$ cat src/rtl/fir_seq_ctrl_if.sv
`default_nettype none
//------------------------------------------------------------------------------
// fir_seq_ctrl_if : host streams, result port and FIR control pins
// Rev 1.0
//------------------------------------------------------------------------------
interface fir_seq_ctrl_if;
  logic        cfg_valid;
  logic        cfg_ready;
  logic [15:0] cfg_data;
  logic        smp_valid;
  logic        smp_ready;
  logic [15:0] smp_data;
  logic        res_valid;
  logic        res_ready;
  logic [15:0] res_data;
  logic        err_timeout;
  logic        busy;
  logic        fir_wind;
  logic        fir_load;
  logic [15:0] fir_data;
  logic        fir_in_valid;
  logic        fir_out_valid;
  logic [15:0] fir_out;

  // master: the sequencer; slave: host fabric plus FIR instance
  modport master (
    input  cfg_valid, cfg_data, smp_valid, smp_data, res_ready,
           fir_out_valid, fir_out,
    output cfg_ready, smp_ready, res_valid, res_data, err_timeout, busy,
           fir_wind, fir_load, fir_data, fir_in_valid
  );

  modport slave (
    output cfg_valid, cfg_data, smp_valid, smp_data, res_ready,
           fir_out_valid, fir_out,
    input  cfg_ready, smp_ready, res_valid, res_data, err_timeout, busy,
           fir_wind, fir_load, fir_data, fir_in_valid
  );
endinterface
`default_nettype wire

$ cat src/rtl/fir_seq_ctrl.sv
`default_nettype none
//------------------------------------------------------------------------------
// fir_seq_ctrl : sequencer owning the FIR weight/data/compute controls
// Rev 1.0
//------------------------------------------------------------------------------
module fir_seq_ctrl #(
  parameter int NTAPS     = 16,
  parameter int IV_CYCLES = 4,
  parameter int TIMEOUT   = 31
) (
  input  logic          clk,
  input  logic          rstb,
  fir_seq_ctrl_if.master bus
);
  localparam int CNT_M1 = (NTAPS > IV_CYCLES) ? NTAPS : IV_CYCLES;
  localparam int CNT_MX = (CNT_M1 > TIMEOUT) ? CNT_M1 : TIMEOUT;
  localparam int CNT_W  = $clog2(CNT_MX + 1);
  localparam int FILL_W = $clog2(NTAPS + 1);

  localparam logic [CNT_W-1:0]  c_beat_last = CNT_W'(NTAPS - 1);
  localparam logic [CNT_W-1:0]  c_iv_end    = CNT_W'(IV_CYCLES);
  localparam logic [CNT_W-1:0]  c_tmo_last  = CNT_W'(TIMEOUT - 1);
  localparam logic [FILL_W-1:0] c_fill_full = FILL_W'(NTAPS);

  typedef enum logic [2:0] {
    S_IDLE  = 3'd0,
    S_WLOAD = 3'd1,
    S_DLOAD = 3'd2,
    S_FIRE  = 3'd3,
    S_WAIT  = 3'd4,
    S_RESP  = 3'd5
  } state_t;

  state_t             r_state;
  logic [CNT_W-1:0]   r_cnt;
  logic [FILL_W-1:0]  r_fill_cnt;
  logic               r_w_loaded;
  logic               r_cfg_ready;
  logic               r_smp_ready;
  logic               r_res_valid;
  logic [15:0]        r_res_data;
  logic               r_err_timeout;
  logic               r_fir_wind;
  logic               r_fir_load;
  logic [15:0]        r_fir_data;
  logic               r_fir_in_valid;

  logic               w_cfg_acc;
  logic               w_smp_acc;
  logic [FILL_W-1:0]  w_fill_inc;

  assign w_cfg_acc  = r_cfg_ready & bus.cfg_valid;
  assign w_smp_acc  = r_smp_ready & bus.smp_valid;
  assign w_fill_inc = (r_fill_cnt == c_fill_full) ? r_fill_cnt : r_fill_cnt + 1'b1;

  // One counter serves as beat, in_valid and timeout counter; each state clears it on exit
  always_ff @(posedge clk or negedge rstb) begin
    if (!rstb) begin
      r_state        <= S_IDLE;
      r_cnt          <= '0;
      r_fill_cnt     <= '0;
      r_w_loaded     <= 1'b0;
      r_cfg_ready    <= 1'b0;
      r_smp_ready    <= 1'b0;
      r_res_valid    <= 1'b0;
      r_res_data     <= '0;
      r_err_timeout  <= 1'b0;
      r_fir_wind     <= 1'b0;
      r_fir_load     <= 1'b0;
      r_fir_data     <= '0;
      r_fir_in_valid <= 1'b0;
    end else begin
      r_fir_wind     <= 1'b0;
      r_fir_load     <= 1'b0;
      r_fir_in_valid <= 1'b0;
      case (r_state)
        S_IDLE: begin
          r_cnt <= '0;
          if (bus.cfg_valid) begin
            r_state     <= S_WLOAD;
            r_cfg_ready <= 1'b1;
          end else if (bus.smp_valid && r_w_loaded) begin
            r_state     <= S_DLOAD;
            r_smp_ready <= 1'b1;
          end
        end
        S_WLOAD: begin
          if (w_cfg_acc) begin
            r_fir_wind <= 1'b1;
            r_fir_data <= bus.cfg_data;
            if (r_cnt == c_beat_last) begin
              r_w_loaded    <= 1'b1;
              r_err_timeout <= 1'b0;
              r_cfg_ready   <= 1'b0;
              r_cnt         <= '0;
              r_state       <= S_IDLE;
            end else begin
              r_cnt <= r_cnt + 1'b1;
            end
          end
        end
        S_DLOAD: begin
          // Priming keeps accepting until the window is full; a full window takes one beat
          if (w_smp_acc) begin
            r_fir_load <= 1'b1;
            r_fir_data <= bus.smp_data;
            r_fill_cnt <= w_fill_inc;
            if (w_fill_inc == c_fill_full) begin
              r_smp_ready <= 1'b0;
              r_cnt       <= '0;
              r_state     <= S_FIRE;
            end
          end
        end
        S_FIRE: begin
          if (r_cnt == c_iv_end) begin
            r_cnt   <= '0;
            r_state <= S_WAIT;
          end else begin
            r_fir_in_valid <= 1'b1;
            r_cnt          <= r_cnt + 1'b1;
          end
        end
        S_WAIT: begin
          if (bus.fir_out_valid) begin
            r_res_data  <= bus.fir_out;
            r_res_valid <= 1'b1;
            r_cnt       <= '0;
            r_state     <= S_RESP;
          end else if (r_cnt == c_tmo_last) begin
            r_err_timeout <= 1'b1;
            r_cnt         <= '0;
            r_state       <= S_IDLE;
          end else begin
            r_cnt <= r_cnt + 1'b1;
          end
        end
        S_RESP: begin
          if (bus.res_ready) begin
            r_res_valid <= 1'b0;
            r_state     <= S_IDLE;
          end
        end
        default: begin
          r_cfg_ready <= 1'b0;
          r_smp_ready <= 1'b0;
          r_res_valid <= 1'b0;
          r_cnt       <= '0;
          r_state     <= S_IDLE;
        end
      endcase
    end
  end

  assign bus.cfg_ready    = r_cfg_ready;
  assign bus.smp_ready    = r_smp_ready;
  assign bus.res_valid    = r_res_valid;
  assign bus.res_data     = r_res_data;
  assign bus.err_timeout  = r_err_timeout;
  assign bus.busy         = (r_state != S_IDLE);
  assign bus.fir_wind     = r_fir_wind;
  assign bus.fir_load     = r_fir_load;
  assign bus.fir_data     = r_fir_data;
  assign bus.fir_in_valid = r_fir_in_valid;
endmodule
`default_nettype wire
$ cat src/flat_wrapper.sv
// flat-port wrapper written by rule: the top's interface ports become plain ports
module fir_seq_ctrl_flat 
#(
  parameter int NTAPS     = 16,
  parameter int IV_CYCLES = 4,
  parameter int TIMEOUT   = 31
)
  (clk, rstb, bus_cfg_valid, bus_cfg_data, bus_smp_valid, bus_smp_data, bus_res_ready, bus_fir_out_valid, bus_fir_out, bus_cfg_ready, bus_smp_ready, bus_res_valid, bus_res_data, bus_err_timeout, bus_busy, bus_fir_wind, bus_fir_load, bus_fir_data, bus_fir_in_valid);
  fir_seq_ctrl_if bus_i ();
  input  logic clk;
  input  logic rstb;
  input wire logic [$bits(bus_i.cfg_valid)-1:0] bus_cfg_valid;
  input wire logic [$bits(bus_i.cfg_data)-1:0] bus_cfg_data;
  input wire logic [$bits(bus_i.smp_valid)-1:0] bus_smp_valid;
  input wire logic [$bits(bus_i.smp_data)-1:0] bus_smp_data;
  input wire logic [$bits(bus_i.res_ready)-1:0] bus_res_ready;
  input wire logic [$bits(bus_i.fir_out_valid)-1:0] bus_fir_out_valid;
  input wire logic [$bits(bus_i.fir_out)-1:0] bus_fir_out;
  output wire logic [$bits(bus_i.cfg_ready)-1:0] bus_cfg_ready;
  output wire logic [$bits(bus_i.smp_ready)-1:0] bus_smp_ready;
  output wire logic [$bits(bus_i.res_valid)-1:0] bus_res_valid;
  output wire logic [$bits(bus_i.res_data)-1:0] bus_res_data;
  output wire logic [$bits(bus_i.err_timeout)-1:0] bus_err_timeout;
  output wire logic [$bits(bus_i.busy)-1:0] bus_busy;
  output wire logic [$bits(bus_i.fir_wind)-1:0] bus_fir_wind;
  output wire logic [$bits(bus_i.fir_load)-1:0] bus_fir_load;
  output wire logic [$bits(bus_i.fir_data)-1:0] bus_fir_data;
  output wire logic [$bits(bus_i.fir_in_valid)-1:0] bus_fir_in_valid;
  assign bus_i.cfg_valid = bus_cfg_valid;
  assign bus_i.cfg_data = bus_cfg_data;
  assign bus_i.smp_valid = bus_smp_valid;
  assign bus_i.smp_data = bus_smp_data;
  assign bus_i.res_ready = bus_res_ready;
  assign bus_i.fir_out_valid = bus_fir_out_valid;
  assign bus_i.fir_out = bus_fir_out;
  assign bus_cfg_ready = bus_i.cfg_ready;
  assign bus_smp_ready = bus_i.smp_ready;
  assign bus_res_valid = bus_i.res_valid;
  assign bus_res_data = bus_i.res_data;
  assign bus_err_timeout = bus_i.err_timeout;
  assign bus_busy = bus_i.busy;
  assign bus_fir_wind = bus_i.fir_wind;
  assign bus_fir_load = bus_i.fir_load;
  assign bus_fir_data = bus_i.fir_data;
  assign bus_fir_in_valid = bus_i.fir_in_valid;
  fir_seq_ctrl #(.NTAPS(NTAPS), .IV_CYCLES(IV_CYCLES), .TIMEOUT(TIMEOUT)) u_core (.clk(clk), .rstb(rstb), .bus(bus_i));
endmodule
$ cat config.mk
export PLATFORM = sky130hd
export DESIGN_NAME = fir_seq_ctrl_flat
export DESIGN_NICKNAME = d
export VERILOG_FILES = /design/src/rtl/fir_seq_ctrl_if.sv /design/src/rtl/fir_seq_ctrl.sv /design/src/flat_wrapper.sv
export SDC_FILE = /design/constraint.sdc
export NUM_CORES = 1
export LEC_CHECK = 0
export CAP_MARGIN = 15
export CORE_UTILIZATION = 35
export DETAILED_ROUTE_END_ITERATION = 12
export SYNTH_ARGS = -nofsm -noshare
export SYNTH_HDL_FRONTEND = slang
export SYNTH_SLANG_ARGS = --single-unit
export TNS_END_PERCENT = 50
$ cat constraint.sdc
create_clock -name clk -period 2.5 [get_ports clk]
set_input_delay 0.5 -clock clk [delete_from_list [all_inputs] [get_ports clk]]
set_output_delay 0.5 -clock clk [all_outputs]
set_load 0.05 [all_outputs]
# After elaboration in Yosys (flattened, before gate mapping)
# Index checks and enable logic that the tools add are counted.
# totals
regBits	53
out_inout_bits	40
word_cells	107
# classes
addsub	2
n_eq_ne	24
muxes	44
bitwise_logic	6
n_reduce_logical	18
# op_table
operator	count
5-bit 2-to-1 mux	8
16-bit 2-to-1 mux	2
16-bit one-hot mux with 2 select lines	1
3-bit 2-to-1 mux	10
5-bit one-hot mux with 5 select lines	1
3-bit one-hot mux with 6 select lines	1
1-bit 2-to-1 mux	17
5-bit == test (second input constant)	3
2-bit by 1-bit inequality test with 1-bit output (second input constant)	7
4-bit OR reduction	3
5-bit by 1-bit adder with 5-bit output (second input constant)	2
2-bit inequality test (second input constant)	5
5-bit AND reduction	2
1-bit one-hot mux with 3 select lines	3
3-bit AND reduction	3
4-bit AND reduction	2
8-bit AND reduction	1
3-bit by 2-bit == test with 1-bit output (second input constant)	2
3-bit == test (second input constant)	2
3-bit by 2-bit inequality test with 1-bit output (second input constant)	2
5-bit by 3-bit == test with 1-bit output (second input constant)	1
5-bit by 4-bit == test with 1-bit output (second input constant)	1
1-bit inverter	4
2-bit AND reduction	2
other kinds (7)	9

# Longest topological paths before layout
# Gate-level depths: netlist (run 1).
# logic_depth
ltp_word	6
ltp_mapped	11
depth_no_buf	8

# Worst setup path before layout (run 1)
# Ideal clock, no wire load.
# synth_path
path_type	register to register
from	reg u_core.r_cnt[0]
to	reg u_core.r_state[0]
setup_ns	0.121
t_arrival_ns	1.741
required_time_ns	2.379
slack_ns	0.638
stages_incl_launch_ff	9
path_buffers	0
path_cell_list	dfrtp_1 -> ha_1 -> nand3_1 -> inv_1 -> ha_1 -> o31a_2 -> o211ai_1 -> nor3_1 -> a22o_1
# synth_via
elab_chain_len	3
word_cells_on_any_way	7
# synth_lines
item	line_no	source
from (decl)	fir_seq_ctrl.sv:35	logic [CNT_W-1:0] r_cnt;
from (signal assigned)	fir_seq_ctrl.sv:98	r_cnt <= r_cnt + 1'b1;
from (signal assigned)	fir_seq_ctrl.sv:121	r_cnt <= r_cnt + 1'b1;
from (signal assigned)	fir_seq_ctrl.sv:135	r_cnt <= r_cnt + 1'b1;
5-bit == test, or another cell as far along	fir_seq_ctrl.sv:130	end else if (r_cnt == c_tmo_last) begin
3-bit by 2-bit inequality test with 1-bit output (no line) or 2-bit by 1-bit inequality test with 1-bit output (tied branches)	-	
8-bit AND reduction (no line) *	-	
to (signal assigned)	fir_seq_ctrl.sv:129	r_state <= S_RESP;
to (signal assigned)	fir_seq_ctrl.sv:133	r_state <= S_IDLE;
to (signal assigned)	fir_seq_ctrl.sv:141	r_state <= S_IDLE;
to (decl)	fir_seq_ctrl.sv:34	state_t r_state;
# Every way passes the cells marked *; elsewhere a longest branch is shown, timed or not.
# A chain may end at the register's enable or synchronous reset.

# Final worst setup path (run 1)
# layout_path
from	reg u_core.r_state[1]
to	out bus_busy
# layout_via
elab_chain_len	1
# layout_lines
item	line_no	source
from (signal assigned)	fir_seq_ctrl.sv:59	r_state <= S_IDLE;
from (signal assigned)	fir_seq_ctrl.sv:80	r_state <= S_WLOAD;
from (signal assigned)	fir_seq_ctrl.sv:83	r_state <= S_DLOAD;
3-bit nonzero test	fir_seq_ctrl.sv:160	assign bus.busy = (r_state != S_IDLE);
to (decl)	flat_wrapper.sv:24	output wire logic [$bits(bus_i.busy)-1:0] bus_busy;
# Every way passes these cells.

==> metrics.md, run 1 <==
| Metric | Value |
|---|---|
| Critical Path Sink Type | output port |
| Nets | 404 |
| Post-CTS Resized | 0 |
| Netlist cell types | 51 |
| Syn Inst Count | 246 |
| Worst min path class | primary input to asynchronous set/reset pin |
| H-tree depth | 2 |
| Minimum clock period | 2.325 ns |
| Number of global-route vias before repair | 1,922 |
| Antenna violation net count after detailed routing | 0 |
| Multi-input gate area | 1211 µm² |
| Starting Density | 36.51% |
| TNS Setup | 0 ns |
| Crit-path max FO | 2 |
| First-pass GRT wire length | 9.252 mm |
| Cell Area, Synth | 2663 µm² |
| FF/Latch Area | 1326 µm² |
| WL met3 | 453 µm |
| PD cells | 1306 nW/µm² |
| Initial antenna violation count | 0 |
| Adder-cell share of the synthesized area | 3.289% |
| Drt total wl | 5.886 mm |
| Slew @ Worst Pin | 0.6003 ns |
| CTS Root Cell | clkbuf_8 |
| Max_cap viols | 0 |
| Worst setup SP type | register |
| RSZ-0062 raised after global routing | false |
| Clock skew | 0.007648 ns |
| Leak | 1.635 nW |
| Sequential share of the synthesized area | 49.81% |
| Clk slew on worst S/H paths | 0.10 ns |
| # IOs | 94 |
| Fill cells | 680 |
| N_diodes | 0 |
| Wire per inst | 13.29 µm |
| GRT Overall Usage | 15.29% |
| Vias | 2,129 |
| Compound-Gate Fraction of Synth Area | 11.75% |
| DP HPWL | 4.509 mm |
| Num rows | 31 |
| CTS Buffer Depth | 2 |
| DRC Markers | 0 |
| Share of layout cells above drive strength 1 | 13.95% |
| Area delta synth->final | 43.61% |
| Core area | 7292 µm² |
| Top Metal Used | met4 |
| Final setup viols | 0 |
| Mux share of post-synthesis cell area | 13.58% |
| Final Max Slew Viols | 0 |
| Hold buffers post-CTS | 0 |
| Total congestion overflow | 0 |
| Buffers on Ports | 93 |
| Post-Syn Area per Cell | 10.82 µm² |
| Largest net degree at the start of global routing | 33 |
| Die width | 89.22 µm |
| Syn. warnings | 0 |
| Wl on met1 | 2.636 mm |
| Avg Vias per Cell | 4.806 |
| Max-slew headroom | 59.98% |
| CP Cell Sequence | or3_1 > clkdlybuf4s50_1 |
| Final hold vios | 0 |
| DR pass1 iterations | 4 |
| CTS Buf Count | 5 |
| Period utilization | 93.01% |
| Largest family of logic cells by synthesized area | simple AND/OR/NAND/NOR gates |
| Simple-gate portion of the synthesized area | 15.23% |
| Fraction of registers with async set/reset | 100.0% |
| Met2 wire len | 2.730 mm |
| EDFF count, synth | 0 |
| Required time worst endpoint | 2.00 ns |
| Syn nets | 307 |
| Top FF cell, synth | dfrtp_1 |
| WP data arrival | 1.83 ns |
| Xor/xnor share of the synthesized area | 1.645% |
| Synth Register Bits | 53 |
| Total power draw | 4.993 mW |
| Outcome | finished clean |
| Die height | 89.22 µm |
| Worst skew pair latency | 0.31 ns |
| Final GP Congestion | 0.7762 |
| Max rail drop VDD | 505.5 µV |
| # Post-CTS Setup Buffers | 0 |
| Slowest cell delay on critical path | 0.72 ns |
| Die area | 7960 µm² |
| Max Fclk | 430.1 MHz |
| Clock Sinks | 53 |
| CTS tree | yes |
| Crit-path slowest cell | clkdlybuf4s50_1 |
| DRT iter0 DRCs | 75 |
| Setup Crit Path Kind | register to output port |
## per-stage QoR
stage | setup slack, ns | hold WS (ns) | std cells | util (%) | instance area (µm²)
6_report | 0.1749 | 0.1831 | 443 | 52.44 | 3824
5_1_grt | 0.1187 | 0.2141 | 443 | 52.44 | 3824
4_1_cts | 0.1668 | 0.1914 | 443 | 52.44 | 3824
3_5_place_dp | 0.2594 | 0.4680 | 435 | 50.91 | 3712
3_3_place_gp | 0.3208 | 0.4547 | 435 | 50.91 | 3712
2_1_floorplan | 0.6382 | 0.2044 | 246 | - | 2663
## cell type report
type | count | share of cell area, %
Clock buffer | 6 | 1.898
Clock inverter | 2 | 1.014
Inverter | 12 | 1.178
Multi-Input combinational cell | 169 | 31.68
Sequential cell | 53 | 34.69
Tap cell | 99 | 3.240
Timing Repair Buffer | 102 | 26.31
## power breakdown
part | switching (mW) | internal, mW | leakage [nW]
clock network | 0.286 | 0.301 | 0.0554
registers | 0.212 | 1.20 | 0.653
logic | 1.83 | 1.17 | 0.926
total | 2.33 | 2.66 | 1.63
## critical path, delay by kind of cell, from the launching register on
kind,cells,cell delay (ns)
simple gates,1,0.42
buf+inv,1,0.72
flops,1,0.39
## synthesized netlist by cell type, types with 2 or more instances
library cell | count | share of area [%]
a211oi_1 | 3 | 0.85
a21oi_1 | 22 | 4.1
a22o_1 | 2 | 0.66
and2_1 | 2 | 0.47
buf_2 | 7 | 1.3
buf_6 | 2 | 0.85
clkbuf_1 | 2 | 0.28
dfrtp_1 | 53 | 50
ha_1 | 7 | 3.3
inv_1 | 11 | 1.6
mux2_2 | 17 | 7.2
mux2i_1 | 17 | 6.4
nand2_1 | 11 | 1.6
nand2b_1 | 4 | 0.94
nand3_1 | 4 | 0.75
nand3b_1 | 2 | 0.56
nand4_1 | 2 | 0.47
nor2_1 | 28 | 3.9
nor2b_1 | 3 | 0.70
nor3_1 | 2 | 0.38
nor3_2 | 2 | 0.75
o21ai_0 | 8 | 1.5
o21ai_1 | 2 | 0.38
o22a_1 | 2 | 0.66
o22ai_1 | 2 | 0.47
xnor2_1 | 3 | 0.99
xor2_1 | 2 | 0.66
## flip-flops by register name (all words and copies together) (netlist names)
signal,flops
u_core.r_fill_cnt,5
u_core.r_w_loaded,1
u_core.bus.fir_data,16
u_core.bus.cfg_ready,1
u_core.bus.err_timeout,1
u_core.bus.fir_wind,1
u_core.r_cnt,5
u_core.r_state,3
u_core.bus.res_valid,1
u_core.bus.smp_ready,1
u_core.bus.fir_load,1
u_core.bus.res_data,16
u_core.bus.fir_in_valid,1
## cell families after synthesis
kind of cell,count (synthesis)
and+or+nand+nor,73
DFF,53
adders and majority gates,7
buffers and inverters,24
AOI/OAI and AO/OA,50
muxes,34
xor gates and xnor gates,5
## worst paths after layout
kind                                        start                 endpoint  slack, ns  depth (start not counted)
worst max-delay path            u_core.r_state[1]                 bus_busy       0.17                          2
worst min-delay path                         rstb   u_core.bus.res_data[7]       0.18                          1
worst max register to register    u_core.r_cnt[0]        u_core.r_state[0]       0.44                          8
worst min register to register  u_core.r_w_loaded        u_core.r_w_loaded       0.49                          1
max in group asynchronous                    rstb  u_core.bus.fir_data[14]       1.67                          2
min in group clk                u_core.r_w_loaded        u_core.r_w_loaded       0.49                          1
## cell usage in the layout, fill, tap and decap left out, drive strengths merged, types with 7 or more instances in the layout
master | netlist | layout
mux2 | 17 | 17
mux2i | 17 | 17
ha | 7 | 7
clkdlybuf4s50 | 0 | 92
inv | 12 | 12
nor2 | 29 | 29
dfrtp | 53 | 53
a21oi | 23 | 23
nand2 | 11 | 11
o21ai | 10 | 10
buf | 10 | 10
## layer usage
layer	vias up	global-route usage, %
met5	-	0
met4	0	5.051
met3	7	3.970
met2	68	24.98
met1	998	19.85
li1	1056	-
(Power assumes the default switching activity.)
==> inputs of run 2 (changes only) <==
- CORE_UTILIZATION: 35 -> 45
- PLACE_DENSITY: unset -> 0.8
==> metrics.md, run 2 (synthesis results as in run 1) <==
| Metric | Value |
|---|---|
| Final worst slack | 0.1806 ns |
| DR pass1 iterations | 4 |
| Pre-CTS worst setup slack | 0.2873 ns |
| Final core utilization | 67.78% |
| Commonest cells after routing, fill and taps aside | clkdlybuf4s50_1 (92), dfrtp_1 (53), nor2_1 (28), a21oi_1 (22) |
| Setup Crit Path Kind | register to output port |
| Max-slew headroom | 64.03% |
| Internal Power | 2.683 mW |
| Clk slew on worst S/H paths | 0.09 ns |
| Core area | 5608 µm² |
| Reg power frac | 28.2% |
| CTS Buf Count | 5 |
| Outcome | finished clean |
| DP HPWL | 4.646 mm |
| Avg Vias per Cell | 5.189 |
| Clock Sinks | 53 |
| # Post-CTS Setup Buffers | 0 |
| Final GP Congestion | 0.8017 |
| Max rail drop VDD | 714.8 µV |
| Worst min path class | primary input to asynchronous set/reset pin |
| Minimum clock period | 2.319 ns |
| WP data arrival | 1.82 ns |
| Slew @ Worst Pin | 0.5379 ns |
| Reg2reg setup slack | 0.45 ns |
| # IOs | 94 |
| Crit-path max FO | 2 |
| Worst skew pair latency | 0.30 ns |
| N_diodes | 0 |
| Leading cell type in the layout, fill and taps excluded | clkdlybuf4s50_1 |
| PD cells | 1322 nW/µm² |
| Post-CTS Resized | 0 |
| Critical Path Sink Type | output port |
| Starting Density | 47.48% |
| Combinational share of power | 59.8% |
| Share of layout cells above drive strength 1 | 14.74% |
| R2R Path End | u_core.r_state[0] |
| Period utilization | 92.78% |
| Required time worst endpoint | 2.00 ns |
| Leak | 1.644 nW |
| Final hold vios | 0 |
| Die width | 78.92 µm |
| Psw | 2.344 mW |
| Buffers on Ports | 93 |
| Max Fclk | 431.1 MHz |
| Clock power frac | 12.1% |
| H-tree depth | 2 |
| GRT Overall Usage | 20.92% |
| Antenna violation net count after detailed routing | 0 |
| Vias | 2,169 |
| CTS Buffer Depth | 2 |
| Final setup viols | 0 |
| Die height | 78.92 µm |
| Nets | 406 |
| Final Max Slew Viols | 0 |
| CTS Root Cell | clkbuf_8 |
| TNS Setup | 0 ns |
| Die area | 6228 µm² |
| FF-to-FF path depth | 8 |
| Placed insts | 410 |
| Clock skew | 0.003123 ns |
| Drt total wl | 6.004 mm |
| Fill cells | 446 |
| RSZ-0062 raised after global routing | false |
| Finished Layout Cells | 418 |
| Start point of the critical path | u_core.r_state[1] |
| Worst setup SP type | register |
| First-pass GRT wire length | 10.20 mm |
| DRC Markers | 0 |
| Worst r2r src | u_core.r_cnt[0] |
| Sw Ratio | 46.63% |
| Wire per inst | 14.36 µm |
| Initial antenna violation count | 0 |
| Area delta synth->final | 42.76% |
| Num rows | 27 |
| Max_cap viols | 0 |
| DRT iter0 DRCs | 99 |
| Hold buffers post-CTS | 0 |
| Number of global-route vias before repair | 2,227 |
| Worst setup endpoint | bus_busy |
| Largest net degree at the start of global routing | 25 |
| Total congestion overflow | 0 |
| CTS tree | yes |
-- run 2: worst min-delay path by stage --
stage | to | cells past startpoint | start
2_1_floorplan | u_core.bus.cfg_ready | 0 | rstb
3_3_place_gp | u_core.bus.fir_wind | 1 | rstb
3_5_place_dp | u_core.bus.fir_wind | 1 | rstb
4_1_cts | u_core.r_state[2] | 1 | rstb
5_1_grt | u_core.bus.smp_ready | 1 | rstb
6_report | u_core.bus.smp_ready | 1 | rstb
-- run 2: worst max-delay path: stages, from the launching register on --
cell             delay [ns]
dfrtp_1                0.39
or3_1                  0.39
clkdlybuf4s50_1        0.74
-- run 2: per-layer routing --
metal	share of wire, %	track usage (%)	wire length (µm)
met1	42	25.94	2509
met4	0.42	4.545	25
met5	0	0	0
met2	48	35.39	2896
met3	9.5	7.126	573
-- run 2: power by group through the flow --
stage | logic [mW] | clock network (mW) | registers, mW
2_1_floorplan | 1.24 | 0 | 2.31
3_3_place_gp | 2.96 | 0 | 1.41
3_5_place_dp | 3.02 | 0 | 1.43
4_1_cts | 3.03 | 0.623 | 1.42
5_1_grt | 3.23 | 0.658 | 1.47
6_report | 3.00 | 0.607 | 1.42
-- run 2: cell type report --
class	count	area, µm²	share of cell area, %
clock buffers	6	82.58	2.172
inverters	12	45.04	1.185
multi-input cells	169	1211	31.86
flip-flops and latches	53	1326	34.89
clock inverters	2	37.54	0.9875
well taps	72	90.09	2.370
repair buffers	104	1008	26.53
-- run 2: stage by stage --
step	power (mW)	area [µm²]	hold WS [ns]
finish	5.027	3801	0.1114
global placement	4.370	3681	0.4559
detailed placement	4.450	3681	0.4517
floorplan	3.548	2663	0.2044
global route	5.353	3801	0.1319
CTS	5.070	3801	0.1161
